[src/rtl/unit_output_tx_if.sv]
// Core/arbiter-side bundle of the unit output transmitter.
//   master : drives wr_en/wr_addr/wr_data/commit (core) and rd_en (arbiter),
//            observes busy/dout/empty/err
//   slave  : the transmitter itself
interface unit_output_tx_if #(
  parameter int unsigned UNIT_OUTPUT_WIDTH = 4,
  parameter int unsigned PKT_NUM_WORDS     = 20
);
  localparam int unsigned AddrW = (PKT_NUM_WORDS > 1) ? $clog2(PKT_NUM_WORDS) : 1;

  logic                         wr_en;
  logic [AddrW-1:0]             wr_addr;
  logic [15:0]                  wr_data;
  logic                         commit;
  logic                         busy;
  logic [UNIT_OUTPUT_WIDTH-1:0] dout;
  logic                         rd_en;
  logic                         empty;
  logic [1:0]                   err;

  modport master (
    output wr_en, wr_addr, wr_data, commit, rd_en,
    input  busy, dout, empty, err
  );

  modport slave (
    input  wr_en, wr_addr, wr_data, commit, rd_en,
    output busy, dout, empty, err
  );
endinterface

[src/rtl/unit_output_tx.sv]
// Unit-side transmitter of the computing-unit output packet.
// The core fills PKT_NUM_WORDS 16-bit words into a local buffer and commits;
// the arbiter then sees a FIFO-like port (dout/rd_en/empty). One rd_en pulse
// streams an all-ones header, the payload (word 0 first, low chunk first,
// UNIT_OUTPUT_WIDTH bits per cycle) and a single zero trailer cycle.
//
// Ports:
//   CLK, RST_N  clock, asynchronous active-low reset
//   bus.wr_en/wr_addr/wr_data  payload word write (ignored while busy)
//   bus.commit  buffer complete, packet becomes available
//   bus.busy    buffer owned by transmitter
//   bus.dout    registered output stream
//   bus.rd_en   arbiter read request pulse
//   bus.empty   no packet available
//   bus.err     sticky [0] write/commit while busy, [1] rd_en while empty
//
// Build option: define UNIT_OUTPUT_DBL_BUF_EN for two ping-pong buffers, letting
// the core fill the next packet while the current one streams.
module unit_output_tx #(
  parameter int unsigned UNIT_OUTPUT_WIDTH = 4,
  parameter int unsigned PKT_NUM_WORDS     = 20
) (
  input logic              CLK,
  input logic              RST_N,
  unit_output_tx_if.slave  bus
);
  localparam int unsigned W      = UNIT_OUTPUT_WIDTH;
  localparam int unsigned C      = 16 / W;
  localparam int unsigned ChunkW = (C > 1) ? $clog2(C) : 1;
  localparam int unsigned AddrW  = (PKT_NUM_WORDS > 1) ? $clog2(PKT_NUM_WORDS) : 1;
  localparam logic [ChunkW-1:0] LastChunk = ChunkW'(C - 1);
  localparam logic [AddrW-1:0]  LastWord  = AddrW'(PKT_NUM_WORDS - 1);

  typedef enum logic [2:0] {StIdle, StReady, StHeader, StStream, StTrail} state_e;

  state_e            state_q, state_d;
  logic [ChunkW-1:0] chunk_q, chunk_d;
  logic [AddrW-1:0]  word_q, word_d;
  logic [W-1:0]      dout_q, dout_d;
  logic [1:0]        err_q, err_d;

  logic        busy, empty, wr_ok, commit_ok, rd_ok, last_chunk;
  logic [15:0] cur_word;
  logic [W-1:0] chunk_data;

`ifdef UNIT_OUTPUT_DBL_BUF_EN
  logic [15:0] mem_q [2][PKT_NUM_WORDS];
  logic [1:0]  own_q, own_d;       // buffer committed or streaming
  logic        wr_sel_q, wr_sel_d; // buffer the core writes into
  logic        rd_sel_q, rd_sel_d; // buffer being streamed
  logic        pend_q, pend_d;     // packet committed while another streams

  assign busy     = own_q[wr_sel_q];
  assign cur_word = mem_q[rd_sel_q][word_q];

  always_ff @(posedge CLK) begin
    if (wr_ok) mem_q[wr_sel_q][bus.wr_addr] <= bus.wr_data;
  end
`else
  logic [15:0] mem_q [PKT_NUM_WORDS];

  assign busy     = (state_q != StIdle);
  assign cur_word = mem_q[word_q];

  always_ff @(posedge CLK) begin
    if (wr_ok) mem_q[bus.wr_addr] <= bus.wr_data;
  end
`endif

  assign empty      = (state_q != StReady);
  assign wr_ok      = bus.wr_en & ~busy;
  assign commit_ok  = bus.commit & ~busy;
  assign rd_ok      = bus.rd_en & ~empty;
  assign last_chunk = (chunk_q == LastChunk) && (word_q == LastWord);
  assign chunk_data = cur_word[W*chunk_q +: W];

  // dout is loaded one cycle ahead: HEADER loads chunk 0, the state that
  // loads the final chunk moves to TRAIL, and TRAIL loads the zero trailer.
  always_comb begin
    state_d = state_q;
    chunk_d = chunk_q;
    word_d  = word_q;
    dout_d  = '0;
    err_d   = err_q;
    if ((bus.wr_en || bus.commit) && busy) err_d[0] = 1'b1;
    if (bus.rd_en && !rd_ok)               err_d[1] = 1'b1;
`ifdef UNIT_OUTPUT_DBL_BUF_EN
    own_d    = own_q;
    wr_sel_d = wr_sel_q;
    rd_sel_d = rd_sel_q;
    pend_d   = pend_q;
    if (commit_ok) own_d[wr_sel_q] = 1'b1;
`endif
    unique case (state_q)
      StIdle: begin
        if (commit_ok) state_d = StReady;
      end
      StReady: begin
        if (rd_ok) begin
          state_d = StHeader;
          dout_d  = '1;
          chunk_d = '0;
          word_d  = '0;
`ifdef UNIT_OUTPUT_DBL_BUF_EN
          // Ready packet always sits in the write buffer; hand the core the other.
          rd_sel_d = wr_sel_q;
          wr_sel_d = ~wr_sel_q;
`endif
        end
      end
      StHeader, StStream: begin
        dout_d = chunk_data;
        // With C == 1 the compare is always true, so chunk_q stays 0.
        if (chunk_q == LastChunk) begin
          chunk_d = '0;
          word_d  = last_chunk ? '0 : word_q + AddrW'(1);
        end else begin
          chunk_d = chunk_q + ChunkW'(1);
        end
        state_d = last_chunk ? StTrail : StStream;
`ifdef UNIT_OUTPUT_DBL_BUF_EN
        if (commit_ok) pend_d = 1'b1;
`endif
      end
      StTrail: begin
`ifdef UNIT_OUTPUT_DBL_BUF_EN
        own_d[rd_sel_q] = 1'b0;
        pend_d          = 1'b0;
        state_d         = (pend_q || commit_ok) ? StReady : StIdle;
`else
        state_d = StIdle;
`endif
      end
      default: state_d = StIdle;
    endcase
  end

  always_ff @(posedge CLK or negedge RST_N) begin
    if (!RST_N) begin
      state_q <= StIdle;
      chunk_q <= '0;
      word_q  <= '0;
      dout_q  <= '0;
      err_q   <= '0;
    end else begin
      state_q <= state_d;
      chunk_q <= chunk_d;
      word_q  <= word_d;
      dout_q  <= dout_d;
      err_q   <= err_d;
    end
  end

`ifdef UNIT_OUTPUT_DBL_BUF_EN
  always_ff @(posedge CLK or negedge RST_N) begin
    if (!RST_N) begin
      own_q    <= '0;
      wr_sel_q <= 1'b0;
      rd_sel_q <= 1'b0;
      pend_q   <= 1'b0;
    end else begin
      own_q    <= own_d;
      wr_sel_q <= wr_sel_d;
      rd_sel_q <= rd_sel_d;
      pend_q   <= pend_d;
    end
  end
`endif

  assign bus.dout  = dout_q;
  assign bus.busy  = busy;
  assign bus.empty = empty;
  assign bus.err   = err_q;
endmodule

[src/flat_wrapper.sv]
// flat-port wrapper written by rule: the top's interface ports become plain ports
module unit_output_tx_flat 
#(
  parameter int unsigned UNIT_OUTPUT_WIDTH = 4,
  parameter int unsigned PKT_NUM_WORDS     = 20
)
  (CLK, RST_N, bus_wr_en, bus_wr_addr, bus_wr_data, bus_commit, bus_rd_en, bus_busy, bus_dout, bus_empty, bus_err);
  unit_output_tx_if #(.UNIT_OUTPUT_WIDTH(UNIT_OUTPUT_WIDTH), .PKT_NUM_WORDS(PKT_NUM_WORDS)) bus_i ();
  input logic CLK;
  input logic RST_N;
  input wire logic [$bits(bus_i.wr_en)-1:0] bus_wr_en;
  input wire logic [$bits(bus_i.wr_addr)-1:0] bus_wr_addr;
  input wire logic [$bits(bus_i.wr_data)-1:0] bus_wr_data;
  input wire logic [$bits(bus_i.commit)-1:0] bus_commit;
  input wire logic [$bits(bus_i.rd_en)-1:0] bus_rd_en;
  output wire logic [$bits(bus_i.busy)-1:0] bus_busy;
  output wire logic [$bits(bus_i.dout)-1:0] bus_dout;
  output wire logic [$bits(bus_i.empty)-1:0] bus_empty;
  output wire logic [$bits(bus_i.err)-1:0] bus_err;
  assign bus_i.wr_en = bus_wr_en;
  assign bus_i.wr_addr = bus_wr_addr;
  assign bus_i.wr_data = bus_wr_data;
  assign bus_i.commit = bus_commit;
  assign bus_i.rd_en = bus_rd_en;
  assign bus_busy = bus_i.busy;
  assign bus_dout = bus_i.dout;
  assign bus_empty = bus_i.empty;
  assign bus_err = bus_i.err;
  unit_output_tx #(.UNIT_OUTPUT_WIDTH(UNIT_OUTPUT_WIDTH), .PKT_NUM_WORDS(PKT_NUM_WORDS)) u_core (.CLK(CLK), .RST_N(RST_N), .bus(bus_i));
endmodule
[config.mk]
export PLATFORM = sky130hd
export DESIGN_NAME = unit_output_tx_flat
export DESIGN_NICKNAME = d
export VERILOG_FILES = /design/src/rtl/unit_output_tx_if.sv /design/src/rtl/unit_output_tx.sv /design/src/flat_wrapper.sv
export SDC_FILE = /design/constraint.sdc
export NUM_CORES = 1
export LEC_CHECK = 0
export ABC_CLOCK_PERIOD_IN_PS = 7300
export CORE_ASPECT_RATIO = 1.1
export CORE_MARGIN = 1
export CORE_UTILIZATION = 35
export CTS_CLUSTER_SIZE = 8
export DETAILED_ROUTE_END_ITERATION = 12
export GPL_TIMING_DRIVEN = 0
export PLACE_DENSITY = 0.58
export RECOVER_POWER = 50
export SLEW_MARGIN = 0
export SYNTH_ARGS = -nofsm -noshare
export SYNTH_HDL_FRONTEND = slang
export SYNTH_SLANG_ARGS = --single-unit
[constraint.sdc]
create_clock -name CLK -period 7.3 [get_ports CLK]
set_input_delay 1.095 -clock CLK [delete_from_list [all_inputs] [get_ports CLK]]
set_output_delay 1.095 -clock CLK [all_outputs]
set_load 0.05 [all_outputs]
### After elaboration in Yosys (flattened, before gate mapping)

Memories as Yosys holds them, arrays and structs flattened.
Cells that the tools add are included.

* bits in registers: 16
* memory bits (writable): 320
* input bits: 26
* output and inout bits: 8
* logic and storage cells: 51
* memories kept: 1

* $add $sub $neg: 2
* equality and inequality tests: 9
* shift operators: 1
* muxes and demuxes: 15
* bitwise operators: 5
* reductions and logical operators: 12

Memory list
* u_core.mem_q: depth 20, width 16, rd ports 1, clocked after memory_dff 0, write ports 1, RTL line unit_output_tx.sv:60 `logic [15:0] mem_q [PKT_NUM_WORDS];`

Operators with widths (count)
* $shiftx 16x5->4: 1
* $mux 5: 3
* $pmux 5 s2: 1
* $mux 3: 3
* $pmux 3 s3: 1
* $pmux 4 s2: 1
* $eq 3x2->1 const B: 2
* $ne 2x1->1 const B: 3
* $add 5x1->5 const B: 1
* $eq 5x5->1 const B: 1
* $mux 2: 2
* $mux 4: 1
* $pmux 2 s2: 1
* $reduce_and 2->1: 2
* $and 1x1->1: 3
* $eq 3x1->1 const B: 1
* $logic_and 1x1->1: 3
* $logic_not 3->1: 1
* $ne 3x1->1 const B: 1
* $reduce_and 3->1: 1
* $reduce_bool 3->1: 1
* $add 2x1->2 const B: 1
* $eq 2x2->1 const B: 1
* $mux 1: 2
* other kinds (5): 6

### Longest topological paths before layout

Gate-level depths: netlist of the first run.

* depth after elaboration: 5
* depth in mapped cells: 9
* depth with buffers taken out: 7

### Worst setup path before layout of the first run

No wires, ideal clock.

* path kind: input-to-reg
* from: in bus_wr_en
* to: mem u_core.mem_q[8][0] (enable)
* setup time: 0.409 ns
* arrival time: 2.620 ns
* data required time: 6.891 ns
* setup slack: 4.271 ns
* stages on the path: 4
* buffers on the path: 0
* path through: nand2_1 > nor2_1 > nand3b_1 > nor3_1

* longest elaborated chain between the ends: 3

Ends and longest elaborated chain
* start: declaration: RTL line flat_wrapper.sv:11 `input wire logic [$bits(bus_i.wr_en)-1:0] bus_wr_en;`
* $and 1x1->1: RTL line unit_output_tx.sv:71 `assign wr_ok = bus.wr_en & ~busy;`
* $mux 1: RTL line unit_output_tx.sv:66 `if (wr_ok) mem_q[bus.wr_addr] <= bus.wr_data;`
* $mux 1 (implied by the code): RTL line unit_output_tx.sv:66
* end: declaration: RTL line unit_output_tx.sv:60

Every way passes these cells.

### Final worst setup path of the first run

* from: reg u_core.state_q[0]
* to: out bus_busy

* longest elaborated chain between the ends: 1

Ends and longest elaborated chain
* start: declaration: RTL line unit_output_tx.sv:36 `state_e state_q, state_d;`
* start signal: assignment: RTL line unit_output_tx.sv:140 `state_q <= StIdle;`
* start signal: assignment: RTL line unit_output_tx.sv:146 `state_q <= state_d;`
* $reduce_bool 3->1: RTL line unit_output_tx.sv:62 `assign busy = (state_q != StIdle);`
* end: declaration: RTL line flat_wrapper.sv:16 `output wire logic [$bits(bus_i.busy)-1:0] bus_busy;`

Every way passes these cells.

==> results of run 1 <==
## kinds of logic (layout without fill, tap and decap cells)
group                    Yosys count  after routing  share of synthesized area (%)
flip-flops                       336            336                           75.9
adder cells (fa/ha/maj)            2              2                          0.190
AND/OR/NAND/NOR                   89             89                           3.14
multiplexers                     114            114                           14.4
buffers and inverters             38            160                           1.79
AO/OA/AOI/OAI                     87             87                           4.51
## cell type report
class	instances	share of cell area, %
Sequential cell	336	62.9
Multi-Input combinational cell	292	18.9
Clock buffer	67	8.13
Timing Repair Buffer	55	4.70
Tap cell	494	3.89
Buffer	33	1.37
Inverter	5	0.118
## sequential cells by signal (all words and copies together) (netlist names)
register,count
u_core.chunk_q,2
u_core.bus.dout,4
u_core.bus.err,2
u_core.mem_q,320
u_core.word_q,5
u_core.state_q,3
## path summary, 6_finish.rpt
check / endpoint / start / slack, ns / depth (start not counted)
min: u_core.bus.err[1] / u_core.bus.err[1] / 0.45 / 1
max reg2reg: u_core.mem_q[10][15] / u_core.state_q[0] / 4.46 / 6
max: bus_busy / u_core.state_q[0] / 3.96 / 3
max in group asynchronous: u_core.word_q[3] / RST_N / 5.70 / 1
min in group asynchronous: u_core.bus.dout[0] / RST_N / 1.10 / 1
min reg2reg: u_core.bus.err[1] / u_core.bus.err[1] / 0.45 / 1
## metrics by stage
| stage | area [µm²] | util [%] |
|---|---|---|
| 2_1_floorplan | 13200 | - |
| 3_3_place_gp | 14100 | 38.0 |
| 3_5_place_dp | 14600 | 39.4 |
| 4_1_cts | 15900 | 42.8 |
| 5_1_grt | 15900 | 42.8 |
| 6_report | 15900 | 42.8 |
## layer usage
layer | share of wire [%] | global-route usage, %
met5 | 0 | 0
met4 | 4.1 | 8.02
met3 | 5.0 | 3.10
met2 | 48 | 27.7
met1 | 43 | 22.6
## synthesized netlist by cell type (2+ instances only)
master,count,area share [%]
buf_2,9,0.34
o22ai_1,3,0.14
nand3b_1,3,0.17
nand2b_1,8,0.38
inv_1,5,0.14
a32oi_1,3,0.20
nand3_1,6,0.23
nor2b_1,5,0.24
and3_1,2,0.095
edfxtp_1,320,73
dfrtp_1,16,3.0
mux2i_1,49,3.7
nand2_1,15,0.43
nor2_1,38,1.1
ha_1,2,0.19
o221ai_1,10,0.66
a21oi_1,12,0.46
buf_4,5,0.28
clkbuf_1,11,0.31
mux4_2,59,10
o211ai_1,8,0.46
nor3_1,8,0.30
a2111oi_2,2,0.23
o21ai_1,10,0.38
mux2_2,5,0.43
o21ai_0,18,0.68
buf_6,7,0.60
a311oi_1,2,0.13
a2111oi_1,2,0.15
o31ai_1,2,0.11
o21a_1,4,0.23
## power groups by stage
stage	sequential, mW	combinational [mW]	clock [mW]
after global placement	2.15	0.0414	0
after detailed placement	2.15	0.0451	0
after floorplan	2.15	0.00241	0
after CTS	2.11	0.0450	1.97
after global routing	2.11	0.0467	2.04
final	2.11	0.0426	1.93
## cells in the final DEF, fill, tap and decap left out, types with 10 or more instances in the layout
cell / netlist / final
a21oi_1: 12 / 12
buf_6: 7 / 15
clkbuf_1: 11 / 29
clkbuf_16: 0 / 49
clkdlybuf4s50_1: 0 / 13
dfrtp_1: 16 / 16
dlygate4sd3_1: 0 / 19
edfxtp_1: 320 / 320
mux2i_1: 49 / 49
mux4_2: 59 / 59
nand2_1: 15 / 15
nor2_1: 38 / 23
nor2_2: 0 / 14
o21ai_0: 18 / 18
o21ai_1: 10 / 10
o221ai_1: 10 / 10
==> impl_metrics.py, run 1 <==
metrics = {
    "synthesis": {
        "synth_edf_count": 320,
        "avgSynthCellArea_um2": 19.8,
        "syn-num-nets": 694,
        "async_flop_share_pct": 4.76,
        "syn_area_um2": 13200,
        "synth_cell_type_count": 48,
        "synth_flop_cell": "edfxtp_1",
        "ys_warn_count": 0,
        "synth-seq-area-share_pct": 75.9,
        "ys_ff_latch": 336,
        "synthCells": 666,
    },
    "timing": {
        "finalCritPeriodShare_pct": 45.7,
        "hold_ws_ns": 0.455,
        "setup_viol": 0,
        "drv_slew": 0,
        "tns_ns": 0,
        "timing.final.crit_period_ns": 3.34,
        "tightest_slew_ns": 0.891,
        "slew_headroom_pct": 40.2,
        "setup_slack_ns": 3.96,
        "rsz0062_at_grt": "no",
        "timing.fmax_mhz": 300,
        "fin_skew_ns": 0.0110,
        "hold_viol_final": 0,
    },
    "floorplanning": {
        "die_h_um": 206,
        "die-area_um2": 38400,
        "die_w_um": 187,
        "core_area_um2": 37100,
        "fp-row-count": 74,
        "start_util_pct": 35.5,
        "num_io_pins": 34,
    },
    "hold_path": {
        "min_path_type": "register to register",
    },
    "flow_run": {
        "maxCapViolations": 0,
    },
    "clock_tree": {
        "h-tree-depth": 2,
        "cts_hold_buf": 0,
        "cts.sinks": 336,
        "clk_pin_slew_ns": 0.05,
        "cts_tree": "done",
        "clockRootBuffer": "clkbuf_16",
        "clk_path_buf_depth": 3,
        "clock_latency_ns": 0.53,
        "post-cts-setup-buffer-count": 0,
        "cts_buffers": 47,
        "cts_resized": 0,
    },
    "routing": {
        "routed_wirelength_um": 32000,
        "vias": 6812,
        "vias_per_cell": 5.31,
        "drt_first_pass_iters": 5,
        "wl_per_cell_um": 25.0,
        "drtIter0Drc": 603,
        "drc": 0,
        "ant_nets": 0,
    },
    "power_and_ir_drop": {
        "internal_power_mw": 3.33,
        "p_per_area_nw_per_um2": 257,
        "power.share.clock_pct": 47.2,
        "power_mw": 4.09,
        "share_seq_of_total_power_pct": 51.8,
        "pwr-share-comb_pct": 1.0,
        "leakagePower_nw": 4.96,
        "power_switching_mw": 0.761,
        "ir_worst_vdd_uv": 142,
        "swShare_pct": 18.6,
    },
    "critical_path": {
        "cp_max_fo": 5,
        "crit_type": "register to primary output",
        "required_ns": 6.20,
        "cp_num_buf_inv": 2,
        "crit_family": "buffers and inverters",
        "cp.arrival_ns": 2.24,
        "crit_path_end_kind": "primary output",
        "path_cells": "nor3_1 -> inv_1 -> clkdlybuf4s50_1",
        "crit_slowest_cell": "clkdlybuf4s50_1",
        "critPathLaunchType": "register",
        "critPathMaxStageDelay_ns": 0.71,
    },
    "finish": {
        "nets": 798,
        "syn2layout_area_growth_pct": 20.7,
        "instances_no_fill": 1282,
        "antenna_cells": 0,
        "fillers": 3175,
        "multi_input_area_um2": 3000,
        "drive_gt1_share_pct": 23.0,
        "regArea_um2": 10000,
    },
    "placed_design": {
        "place.gp.congestion": 0.799,
        "place_inst": 1215,
        "portBuffers": 32,
        "dp_hpwl_um": 21400,
        "dp_slack_ns": 3.83,
    },
    "global_routing": {
        "grt_usage_pct": 17.1,
        "grt_pass1_wl_um": 47500,
        "antenna_found_initial": 0,
        "overflow": 0,
        "grt_max_degree": 21,
        "grt_pass1_vias": 7041,
    },
    "outcome": {
        "run_status": "finished, final reports clean",
    },
}
No activity file was read; power rests on OpenSTA's default activity.
==> inputs of run 2 (changes only) <==
--- a/config.mk
+++ b/config.mk
@@ -5,7 +5,7 @@
 export SDC_FILE = /design/constraint.sdc
 export NUM_CORES = 1
 export LEC_CHECK = 0
-export ABC_CLOCK_PERIOD_IN_PS = 7300
+export ABC_CLOCK_PERIOD_IN_PS = 3300
 export CORE_ASPECT_RATIO = 1.1
 export CORE_MARGIN = 1
 export CORE_UTILIZATION = 35
==> constraint.sdc (replaced) <==
create_clock -name CLK -period 3.3 [get_ports CLK]
set_input_delay 0.495 -clock CLK [delete_from_list [all_inputs] [get_ports CLK]]
set_output_delay 0.495 -clock CLK [all_outputs]
set_load 0.05 [all_outputs]
==> impl_metrics.py, run 2 (synthesized netlist as in run 1, its figures left out) <==
metrics = {
    "global_routing": {
        "grt_pass1_vias": 7041,
        "met1_usage_pct": 22.6,
        "busiest_layer": "met2",
        "grt_max_degree": 21,
        "grt_usage_pct": 17.1,
        "grt_pass1_wl_um": 47500,
        "grt_use_met2_pct": 27.7,
        "antenna_found_initial": 0,
        "overflow": 0,
        "gr-usage-met3_pct": 3.10,
    },
    "power_and_ir_drop": {
        "ir_worst_vdd_uv": 314,
        "leakagePower_nw": 4.96,
        "p_per_area_nw_per_um2": 568,
    },
    "floorplanning": {
        "fp-row-count": 74,
        "die_w_um": 187,
        "start_util_pct": 35.5,
        "num_io_pins": 34,
        "die-area_um2": 38400,
        "die_h_um": 206,
        "core_area_um2": 37100,
    },
    "clock_tree": {
        "cts.sinks": 336,
        "clockRootBuffer": "clkbuf_16",
        "h-tree-depth": 2,
        "cts_hold_buf": 0,
        "cts_tree": "done",
        "cts_buffers": 47,
        "clk_path_buf_depth": 3,
        "cts_resized": 0,
        "clk_pin_slew_ns": 0.05,
        "clock_latency_ns": 0.53,
        "post-cts-setup-buffer-count": 0,
    },
    "critical_path": {
        "critPathMaxStageDelay_ns": 0.76,
        "r2r-start": "u_core.state_q[0]",
        "path_cells": "nor3_1 -> nand2_1 -> nor2_1 -> nand3b_1 -> nor2_2 -> buf_8",
        "cp-startpoint": "u_core.state_q[0]",
        "cp.arrival_ns": 3.09,
        "crit_path_end_kind": "register",
        "cp-endpoint": "u_core.mem_q[10][15]",
        "ff2ff_path_depth": 6,
        "required_ns": 3.53,
        "crit_type": "register to register",
        "rr_endpoint": "u_core.mem_q[10][15]",
        "cp_max_fo": 9,
        "reg2reg_slack_ns": 0.44,
        "critPathLaunchType": "register",
        "crit_slowest_cell": "nor2_2",
    },
    "routing": {
        "routed_wirelength_um": 32000,
        "wl_per_cell_um": 25.0,
        "vias": 6827,
        "vias_per_cell": 5.33,
        "drtIter0Drc": 603,
        "ant_nets": 0,
        "drt_first_pass_iters": 5,
        "drc": 0,
    },
    "finish": {
        "syn2layout_area_growth_pct": 20.7,
        "final_cell_mix": "320 x edfxtp_1, 59 x mux4_2, 49 x mux2i_1, 49 x clkbuf_16, 29 x clkbuf_1",
        "largest_register_ffs": 320,
        "antenna_cells": 0,
        "fillers": 3175,
        "top_register": "u_core.mem_q",
        "mostFrequentLayoutCell": "edfxtp_1",
        "drive_gt1_share_pct": 23.0,
        "nets": 798,
    },
    "placed_design": {
        "place.gp.congestion": 0.799,
        "dp_hpwl_um": 21400,
        "portBuffers": 32,
    },
    "flow_run": {
        "maxCapViolations": 0,
    },
    "timing": {
        "timing.final.crit_period_ns": 2.86,
        "hold_viol_final": 0,
        "setup_viol": 0,
        "tns_ns": 0,
        "finalCritPeriodShare_pct": 86.6,
        "hold_ws_ns": 0.456,
        "slew_headroom_pct": 40.3,
        "rsz0062_at_grt": "no",
        "timing.fmax_mhz": 350,
        "fin_skew_ns": 0.0106,
        "drv_slew": 0,
        "tightest_slew_ns": 0.891,
    },
    "outcome": {
        "run_status": "finished, final reports clean",
    },
    "hold_path": {
        "min_path_type": "register to register",
        "min_path_cells": 1,
    },
}
==> run 2: stage by stage <==
stage	power [mW]	util, %	setup WS (ns)	area (µm²)	std cells
2_1_floorplan	4.76	-	0.546	13200	666
3_3_place_gp	4.85	38.0	-1.50	14100	1192
3_5_place_dp	4.86	39.4	0.434	14600	1215
4_1_cts	9.13	42.8	0.464	15900	1282
5_1_grt	9.30	42.8	0.244	15900	1282
6_report	9.04	42.8	0.443	15900	1282
==> run 2: layer usage <==
| metal | share of wire [%] | wire, µm |
|---|---|---|
| met5 | 0 | 0 |
| met4 | 4.3 | 1370 |
| met3 | 5.1 | 1630 |
| met2 | 47 | 15200 |
| met1 | 43 | 13800 |
==> run 2: worst min-delay path by stage <==
stage	start	end	slack, ns
global route	u_core.bus.err[1]	u_core.bus.err[1]	0.48
CTS	RST_N	u_core.state_q[2]	0.42
finish	u_core.bus.err[1]	u_core.bus.err[1]	0.46
floorplan	RST_N	u_core.bus.dout[0]	0.20
global placement	u_core.bus.err[1]	u_core.bus.err[1]	0.44
detailed placement	u_core.bus.err[1]	u_core.bus.err[1]	0.45
==> run 2: layout make-up <==
cell class / instances / area [µm²] / share of cell area (%)
Inverter: 5 / 18.8 / 0.118
Sequential cell: 336 / 10000 / 62.9
Clock buffer: 67 / 1290 / 8.13
Tap cell: 494 / 618 / 3.89
Buffer: 33 / 218 / 1.37
Timing Repair Buffer: 55 / 748 / 4.70
Multi-Input combinational cell: 292 / 3000 / 18.9
==> run 2: critical path: cells and delay by family (launching register included) <==
family / cells / cell delay [ns]
and+or+nand+nor: 5 / 1.87
DFF: 1 / 0.42
buffers and inverters: 1 / 0.25
==> run 2: where the power goes <==
part	leakage (nW)	internal (mW)	total [mW]	switching, mW
Clock	0.625	2.65	4.26	1.61
Combinational	1.27	0.0230	0.0946	0.0716
Sequential	3.06	4.68	4.68	0.0000000000000000284
Total	4.96	7.36	9.04	1.68
